## src/rtl/mem_stage.sv

```systemverilog
// Memory-access pipeline stage: drives a variable-latency req/ack data-memory port,
// stalls upstream while an access is outstanding, and registers the MEM/WB fields.
module mem_stage #(
  parameter int unsigned TIMEOUT = 16
) (
  input  logic        clk,
  input  logic        rst_n,
  input  logic [31:0] aluresult,
  input  logic [4:0]  rd,
  input  logic        MemRead,
  input  logic        MemWrite,
  input  logic        MemtoReg,
  input  logic        RegWrite,
  input  logic [31:0] mem_forwarded_rtdata,
  output logic        dmem_req,
  output logic        dmem_we,
  output logic [31:0] dmem_addr,
  output logic [31:0] dmem_wdata,
  input  logic [31:0] dmem_rdata,
  input  logic        dmem_ack,
  output logic        mem_stall,
  output logic [31:0] wb_aluresult,
  output logic [31:0] wb_memdata,
  output logic [4:0]  wb_rd,
  output logic        wb_MemtoReg,
  output logic        wb_RegWrite,
  output logic        misalign_err,
  output logic        bus_err
);

  typedef enum logic [0:0] {
    IDLE = 1'b0,
    WAIT = 1'b1
  } state_t;

  localparam logic [7:0] TIMEOUT_LAST = 8'(TIMEOUT - 32'd1);

  state_t      stateQ, stateD;
  logic [7:0]  cntQ, cntD;
  logic        access, misaligned, isWait, reqRaw, complete, abort, stallRaw, misalignHit;

  logic [31:0] wbAluD, wbMemD;
  logic [4:0]  wbRdD;
  logic        wbM2rD, wbRwD, misErrD, busErrD;

  // Handshake decode; request and stall are gated off while reset is asserted.
  always_comb begin
    access      = MemRead | MemWrite;
    misaligned  = access & (aluresult[1:0] != 2'b00);
    isWait      = (stateQ == WAIT);
    misalignHit = misaligned & ~isWait;
    reqRaw      = (~isWait & access & ~misaligned) | isWait;
    complete    = reqRaw & dmem_ack;
    abort       = isWait & ~dmem_ack & (cntQ == TIMEOUT_LAST);
    stallRaw    = reqRaw & ~dmem_ack & ~abort;
    dmem_req    = reqRaw & rst_n;
    mem_stall   = stallRaw & rst_n;
    dmem_we     = MemWrite & ~MemRead;
    dmem_addr   = aluresult;
    dmem_wdata  = mem_forwarded_rtdata;
  end

  // Next-state and wait-counter logic.
  always_comb begin
    stateD = stateQ;
    cntD   = cntQ;
    case (stateQ)
      IDLE: begin
        if (reqRaw & ~dmem_ack) begin
          stateD = WAIT;
          cntD   = 8'd0;
        end else begin
          stateD = IDLE;
          cntD   = cntQ;
        end
      end
      WAIT: begin
        if (dmem_ack | abort) begin
          stateD = IDLE;
          cntD   = 8'd0;
        end else begin
          stateD = WAIT;
          cntD   = cntQ + 8'd1;
        end
      end
      default: begin
        stateD = IDLE;
        cntD   = 8'd0;
      end
    endcase
  end

  // MEM/WB next values: faulted accesses retire with RegWrite suppressed, stalls insert a bubble.
  always_comb begin
    wbAluD  = wb_aluresult;
    wbMemD  = wb_memdata;
    wbRdD   = wb_rd;
    wbM2rD  = wb_MemtoReg;
    wbRwD   = wb_RegWrite;
    misErrD = 1'b0;
    busErrD = 1'b0;
    if (misalignHit) begin
      wbAluD  = aluresult;
      wbRdD   = rd;
      wbM2rD  = MemtoReg;
      wbRwD   = 1'b0;
      misErrD = 1'b1;
    end else if (complete) begin
      wbAluD = aluresult;
      wbRdD  = rd;
      wbM2rD = MemtoReg;
      wbRwD  = RegWrite;
      if (MemRead) begin
        wbMemD = dmem_rdata;
      end else begin
        wbMemD = wb_memdata;
      end
    end else if (abort) begin
      wbAluD  = aluresult;
      wbRdD   = rd;
      wbM2rD  = MemtoReg;
      wbRwD   = 1'b0;
      busErrD = 1'b1;
    end else if (stallRaw) begin
      wbRdD  = 5'd0;
      wbM2rD = 1'b0;
      wbRwD  = 1'b0;
    end else begin
      wbAluD = aluresult;
      wbRdD  = rd;
      wbM2rD = MemtoReg;
      wbRwD  = RegWrite;
    end
  end

  // FSM state and wait counter.
  always_ff @(posedge clk or negedge rst_n) begin
    if (!rst_n) begin
      stateQ <= IDLE;
      cntQ   <= 8'd0;
    end else begin
      stateQ <= stateD;
      cntQ   <= cntD;
    end
  end

  // MEM/WB pipeline register and error pulses.
  always_ff @(posedge clk or negedge rst_n) begin
    if (!rst_n) begin
      wb_aluresult <= 32'd0;
      wb_memdata   <= 32'd0;
      wb_rd        <= 5'd0;
      wb_MemtoReg  <= 1'b0;
      wb_RegWrite  <= 1'b0;
      misalign_err <= 1'b0;
      bus_err      <= 1'b0;
    end else begin
      wb_aluresult <= wbAluD;
      wb_memdata   <= wbMemD;
      wb_rd        <= wbRdD;
      wb_MemtoReg  <= wbM2rD;
      wb_RegWrite  <= wbRwD;
      misalign_err <= misErrD;
      bus_err      <= busErrD;
    end
  end

endmodule

```

## config.mk

```make
export PLATFORM = sky130hd
export DESIGN_NAME = mem_stage
export DESIGN_NICKNAME = d
export VERILOG_FILES = /design/src/rtl/mem_stage.sv
export SDC_FILE = /design/constraint.sdc
export NUM_CORES = 1
export LEC_CHECK = 0
export CAP_MARGIN = 15
export CELL_PAD_IN_SITES_DETAIL_PLACEMENT = 1
export CELL_PAD_IN_SITES_GLOBAL_PLACEMENT = 2
export CORE_ASPECT_RATIO = 0.9
export CORE_MARGIN = 2
export CORE_UTILIZATION = 22
export CTS_CLUSTER_SIZE = 12
export DETAILED_ROUTE_END_ITERATION = 16
export GPL_ROUTABILITY_DRIVEN = 0
export PLACE_DENSITY = 0.79
export SYNTH_ARGS = -nofsm -noshare
export SYNTH_HDL_FRONTEND = slang
export SYNTH_SLANG_ARGS = --single-unit
```

## constraint.sdc

```tcl
create_clock -name clk -period 2.1 [get_ports clk]
set_input_delay 0.21 -clock clk [delete_from_list [all_inputs] [get_ports clk]]
set_output_delay 0.21 -clock clk [all_outputs]
set_load 0.1 [all_outputs]
```

==> results.cfg <==
[outcome]
status = complete, but fails checks
violations = negative setup slack

[finish]
drive_above_1_share_pct = 52.9
num_antenna_cells = 0
seq_area_um2 = 2050
layout_common_cells = buf_4, dfrtp_1, clkdlybuf4s50_1, mux2_2, mux2_4
area_growth_pct = 50.1
layout_commonest_cell = buf_4
nets = 531
multiInputGateArea_um2 = 1220
nFillCells = 1837

[clock_network]
cts_made_buffers = 9
clockBufferDepth = 2
cts_root_buf = clkbuf_16
clkSinkCount = 82
path_clk_slew_ns = 0.07
htree_levels = 3
cts_tree = built
insertion_delay_ns = 0.34

[sta]
fin_skew_ns = 0.00825
setup_viol_count_final = 1
period_share_pct = 100
drv_slew = 0
fin_ws_ns = -0.00644
setup_tns_ns = -0.00644
finalHoldViolCount = 0
max_freq_ghz = 0.475
hold_ws_ns = 0.375
tightestPinTransition_ns = 0.849
min_period_ns = 2.11
slew_headroom_pct = 43.4
rsz0062_at_grt = true

[logic_synthesis]
synth_top_family_by_area = multiplexers
synth.area.mux_share_pct = 22.2
yosys_most_used_dff = dfrtp_1
synth_compound_area_share_pct = 3.59
synth_cell_type_count = 34
yosys.area_share.xor_xnor_pct = 0.457
avgSynthCellArea_um2 = 13.9
ys_ff_latch = 82
syn_nets = 384
ys_seq_area_share_pct = 53.5
synth_edf_count = 0
syn_inst = 275
yosysWarnings = 0
synth-simple-area-share_pct = 4.96
synth_area_um2 = 3830
synthAdderAreaFrac_pct = 0.326
async_flop_share_pct = 100

[worst_setup_path]
end_kind = primary output
cp-start-kind = flop
path_cells = ha_2 -> nand3_2 -> nor3_4 -> a211oi_4 -> buf_12 -> and2_4 -> buf_12
slowest_delay_ns = 0.41
crit_path_top_delay_cell = dfrtp_1
r2r-start = cntQ[0]
critPathTopFamily = flip-flops
required_ns = 1.89
crit_arrival_ns = 1.90
cpMostUsedCell = buf_12
cp_num_buf_inv = 2
cp_max_fo = 3
rr_worst_depth = 8
r2r_slack_ns = 0.02
critPathKind = reg -> out
reg2reg_to = wb_aluresult[12]

[detailed_routing]
wl_met3_um = 1060
post_drt_wl_per_cell_um = 15.4
highest_layer = met4
met1_length_um = 4000
vias = 2588
drt_iter0_drc = 88
drt-pass1-iter-count = 3
ant_nets = 0
via_per_inst = 3.91
drc_errors = 0
routed-wl-met2_um = 4890
routed_wl_um = 10200

[floorplanning]
io_pins = 248
rows = 45
die_area_um2 = 18500
coreArea_um2 = 16900
initial_core_util_pct = 22.6
die_h_um = 129
dieWidth_um = 143

[grt]
overflow = 0
grt_pass1_wl_um = 15600
grt_pass1_vias = 2845
grt_start_max_net_pins = 66
grt_util_all_layers_pct = 11.1
antenna_found_initial = 0

[flow_run]
drv_cap = 0

[power_and_ir_drop]
p_leak_nw = 2.62
power_density_nw_per_um2 = 1110
ir_drop_mv = 0.360
power_mw = 6.40

[placed_design]
portBuffers = 183
dp_hpwl_um = 7840

[hold_path]
hold_path.class = in -> async
final cells by class:
class	count	share of cell area [%]
tap	235	5.11
inverter	2	0.130
sequential	82	35.7
timing repair buffer	209	32.9
clock inverter	7	1.02
multi-input combinational	118	21.2
clock buffer	9	3.91
flip-flops by register name, summed over array words and instances, names as in the netlist:
register      count
bus_err           1
cntQ              8
isWait            1
misalign_err      1
wb_MemtoReg       1
wb_RegWrite       1
wb_aluresult     32
wb_memdata       32
wb_rd             5
worst max-delay path by stage:
stage | startpoint | end | cells past startpoint
after global placement | MemWrite | mem_stall | 7
after global routing | cntQ[5] | mem_stall | 6
final | cntQ[0] | mem_stall | 7
after floorplan | cntQ[0] | mem_stall | 6
after CTS | cntQ[6] | mem_stall | 6
after detailed placement | MemWrite | wb_aluresult[12] | 7
repair_timing:
item / CTS / global route
setup endpoints to repair: 1 / 21
setup buffers: 6 / 1
pin swaps: 3 / 2
hold endpoints to repair: 17 / 0
cloned: 0 / 0
hold buffers: 1 / 0
resized for setup: 2 / 1
cell families after synthesis:
logic type               Yosys count
AO/OA/AOI/OAI                     19
buffers and inverters             75
flip-flops                        82
XOR/XNOR                           2
multiplexers                      65
adder cells (fa/ha/maj)            1
AND/OR/NAND/NOR                   31
metal layers:
layer	global-route usage (%)	vias to the layer above
li1	-	1168
met1	12.4	1243
met2	19.1	143
met3	4.43	34
met4	4.54	0
met5	0	-
synthesized netlist by cell type, types with 2 or more instances:
library cell | n | area, um2
nand2_1 | 5 | 18.8
buf_4 | 64 | 480
a22o_1 | 2 | 17.5
a31oi_1 | 3 | 18.8
buf_2 | 3 | 15.0
dfrtp_1 | 82 | 2050
inv_1 | 2 | 7.51
xnor2_1 | 2 | 17.5
and2_1 | 2 | 12.5
buf_6 | 6 | 67.6
mux2_4 | 32 | 480
nand3_1 | 3 | 15.0
o21ai_0 | 5 | 25.0
nor2b_1 | 9 | 56.3
mux2_2 | 33 | 372
a21oi_1 | 3 | 15.0
nor2_1 | 2 | 7.51
stage by stage:
stage                     cell area [um2]  util [%]  worst slack [ns]  instances
final                                5750      34.0          -0.00644        662
after global routing                 5750      34.0           -0.0750        662
after CTS                            5740      33.9           -0.0553        661
after detailed placement             5400      31.9           -0.0649        638
after global placement               5400      31.9           -0.0265        638
after floorplan                      3840         -            0.0483        275
power by group:
part	total, mW	switching (mW)	internal, mW
sequential	1.93	0.127	1.81
clock	1.52	0.699	0.824
combinational	2.95	2.22	0.722
(Power assumes the default switching activity.)
==> patch, RTL diff (same settings) <==
Change the parameter `TIMEOUT` from 16 to 8.
--- a/src/rtl/mem_stage.sv
+++ b/src/rtl/mem_stage.sv
@@ -2,5 +2,5 @@
 // stalls upstream while an access is outstanding, and registers the MEM/WB fields.
 module mem_stage #(
-  parameter int unsigned TIMEOUT = 16
+  parameter int unsigned TIMEOUT = 8
 ) (
   input  logic        clk,
Behaviour: same outputs for any inputs over 4 cycles, from zero or initial values and one cycle with rst_n low; that may be too few to reach the edited logic, so the function may still have changed.
==> patch against the unedited design <==
First-iteration DRC count is 40% lower. Total power is 2.3% higher. Largest power group unchanged. Sequential cell count stayed put. Design area is 4.0% lower. Wire length is 3.9% lower. Area after synthesis is 3.9% lower. Synthesized cell count stayed put. Sequential power hardly changed. Sequential share of layout area is 1.5 points higher. Setup slack better by 0.17 ns.
==> patch: results (changes against the unedited design) <==
{
  "global_route": {
    "grtUsageMet3": {"value": 5.59, "unit": "%", "change": "+1.2 points"},
    "grt_pass1_vias": {"value": 2859, "change": "+0.49%"},
    "total_routing_resource_utilization_after_global_routing": {"value": 11.2, "unit": "%", "change": "+0.078 points"},
    "met2_demand_to_capacity_share_in_global_routing": {"value": 18.0, "unit": "%", "change": "-1.1 points"}
  },
  "yosys": {
    "synth_top_cells_by_count": "sky130_fd_sc_hd__dfrtp_1, sky130_fd_sc_hd__buf_4, sky130_fd_sc_hd__mux2_2",
    "post_synth_num_cell_types": {"value": 33, "change": "-2.9%"},
    "synth_top_cell_area_share": {"value": 55.7, "unit": "%", "change": "+2.1 points"},
    "synth.area.top_cells": "sky130_fd_sc_hd__dfrtp_1, sky130_fd_sc_hd__mux2_2, sky130_fd_sc_hd__buf_4",
    "synth.yosys.seq_area_share": {"value": 55.7, "unit": "%", "change": "+2.1 points"}
  },
  "routing": {
    "detail_route.first_pass.iterations": {"value": 4, "change": "+1"},
    "vias_per_cell": {"value": 4.12, "change": "+5.5%"},
    "dr.first_iter.drc_count": {"value": 53, "change": "-40%"}
  },
  "power_and_ir_drop": {
    "power_drawn_by_the_combinational_cells": {"value": 2.89, "unit": "mW", "change": "-2%"},
    "power_report.internal_total": {"value": 3.53, "unit": "mW", "change": "+5.4%"},
    "clockPowerShare": {"value": 26.4, "unit": "%", "change": "+2.6 points"},
    "power.leakage": {"value": 2.49, "unit": "nW", "change": "-5.0%"}
  },
  "final_layout": {
    "layout_cell_share_with_drive_strength_beyond_1": {"value": 51.0, "unit": "%", "change": "-2.0 points"},
    "layoutNonFillerInstCount": {"value": 621, "change": "-6.2%"},
    "flow.area_growth_from_synthesis_pct": 49.9
  },
  "clock_network": {
    "cts.repair_timing.setup_buffer_count": {"value": 0, "change": "-6"},
    "cts-resized-gates": {"value": 0, "change": "-2"}
  },
  "worst_setup_path": {
    "slowest_delay": {"value": 0.48, "unit": "ns", "change": "+0.07 ns"},
    "critical_path_peak_fanout": {"value": 20, "change": "+17"}
  },
  "timing": {
    "worst_clock_skew": {"value": 0.0101, "unit": "ns", "change": "+0.00185 ns"}
  },
  "placement": {
    "numPlacedInstances": {"value": 604, "change": "-5.3%"},
    "place_ws": {"value": 0.0836, "unit": "ns", "change": "+0.148 ns"},
    "dpl-instance-area": {"value": 5190, "unit": "sq um", "change": "-3.9%"},
    "hpwlAfterDp": {"value": 7580, "unit": "um", "change": "-3.3%"}
  },
  "run_status": {
    "outcome": "completed"
  }
}
## patch: cell count changes after synthesis, sizes merged, moves of 3 or more
cell / delta
o21ai: -4
buf: -3
clkbuf: +4
and2: +4
nor2b: -7
nand2: -3
## patch: logic make-up (layout without fill, tap and decap cells)
kind of cell	Yosys count	after routing	share of synthesized area [%]
multiplexers	67	67	20.7
AND/OR/NAND/NOR	31	31	5.36
adder cells (fa/ha/maj)	1	1	0.340
flip-flops	82	82	55.7
buffers and inverters	78	217	15.0
AO/OA/AOI/OAI	16	16	2.92
## patch: path summary, 6_finish.rpt
| kind | end | from | depth (start not counted) | slack (ns) |
|---|---|---|---|---|
| worst max register to register | wb_aluresult[22] | isWait | 5 | 0.16 |
| max in group asynchronous | wb_aluresult[29] | rst_n | 3 | 1.05 |
| min in group clk | dmem_wdata[15] | mem_forwarded_rtdata[15] | 0 | 0.42 |
| worst min-delay path | wb_aluresult[17] | rst_n | 2 | 0.30 |
| worst min register to register | wb_memdata[15] | wb_memdata[15] | 1 | 0.51 |
| worst max-delay path | wb_aluresult[22] | isWait | 5 | 0.16 |
## patch: metal layers
layer	vias up	share of wire (%)
met4	0	1.7
met5	-	0
met1	1239	42
met3	26	11
li1	1145	-
met2	151	45
## patch: area by class of cell
type	count	share of cell area [%]
clock inverter	7	1.81
sequential	82	37.1
clock buffer	9	4.08
tap	207	4.69
timing repair buffer	197	32.0
multi-input combinational	115	20.0
inverter	4	0.272
## patch: worst max-delay path: cells and delay by family, from the launching register on
kind	cells	cell delay, ns
simple gates	3	0.79
mux	1	0.35
buf+inv	1	0.16
flops	1	0.48
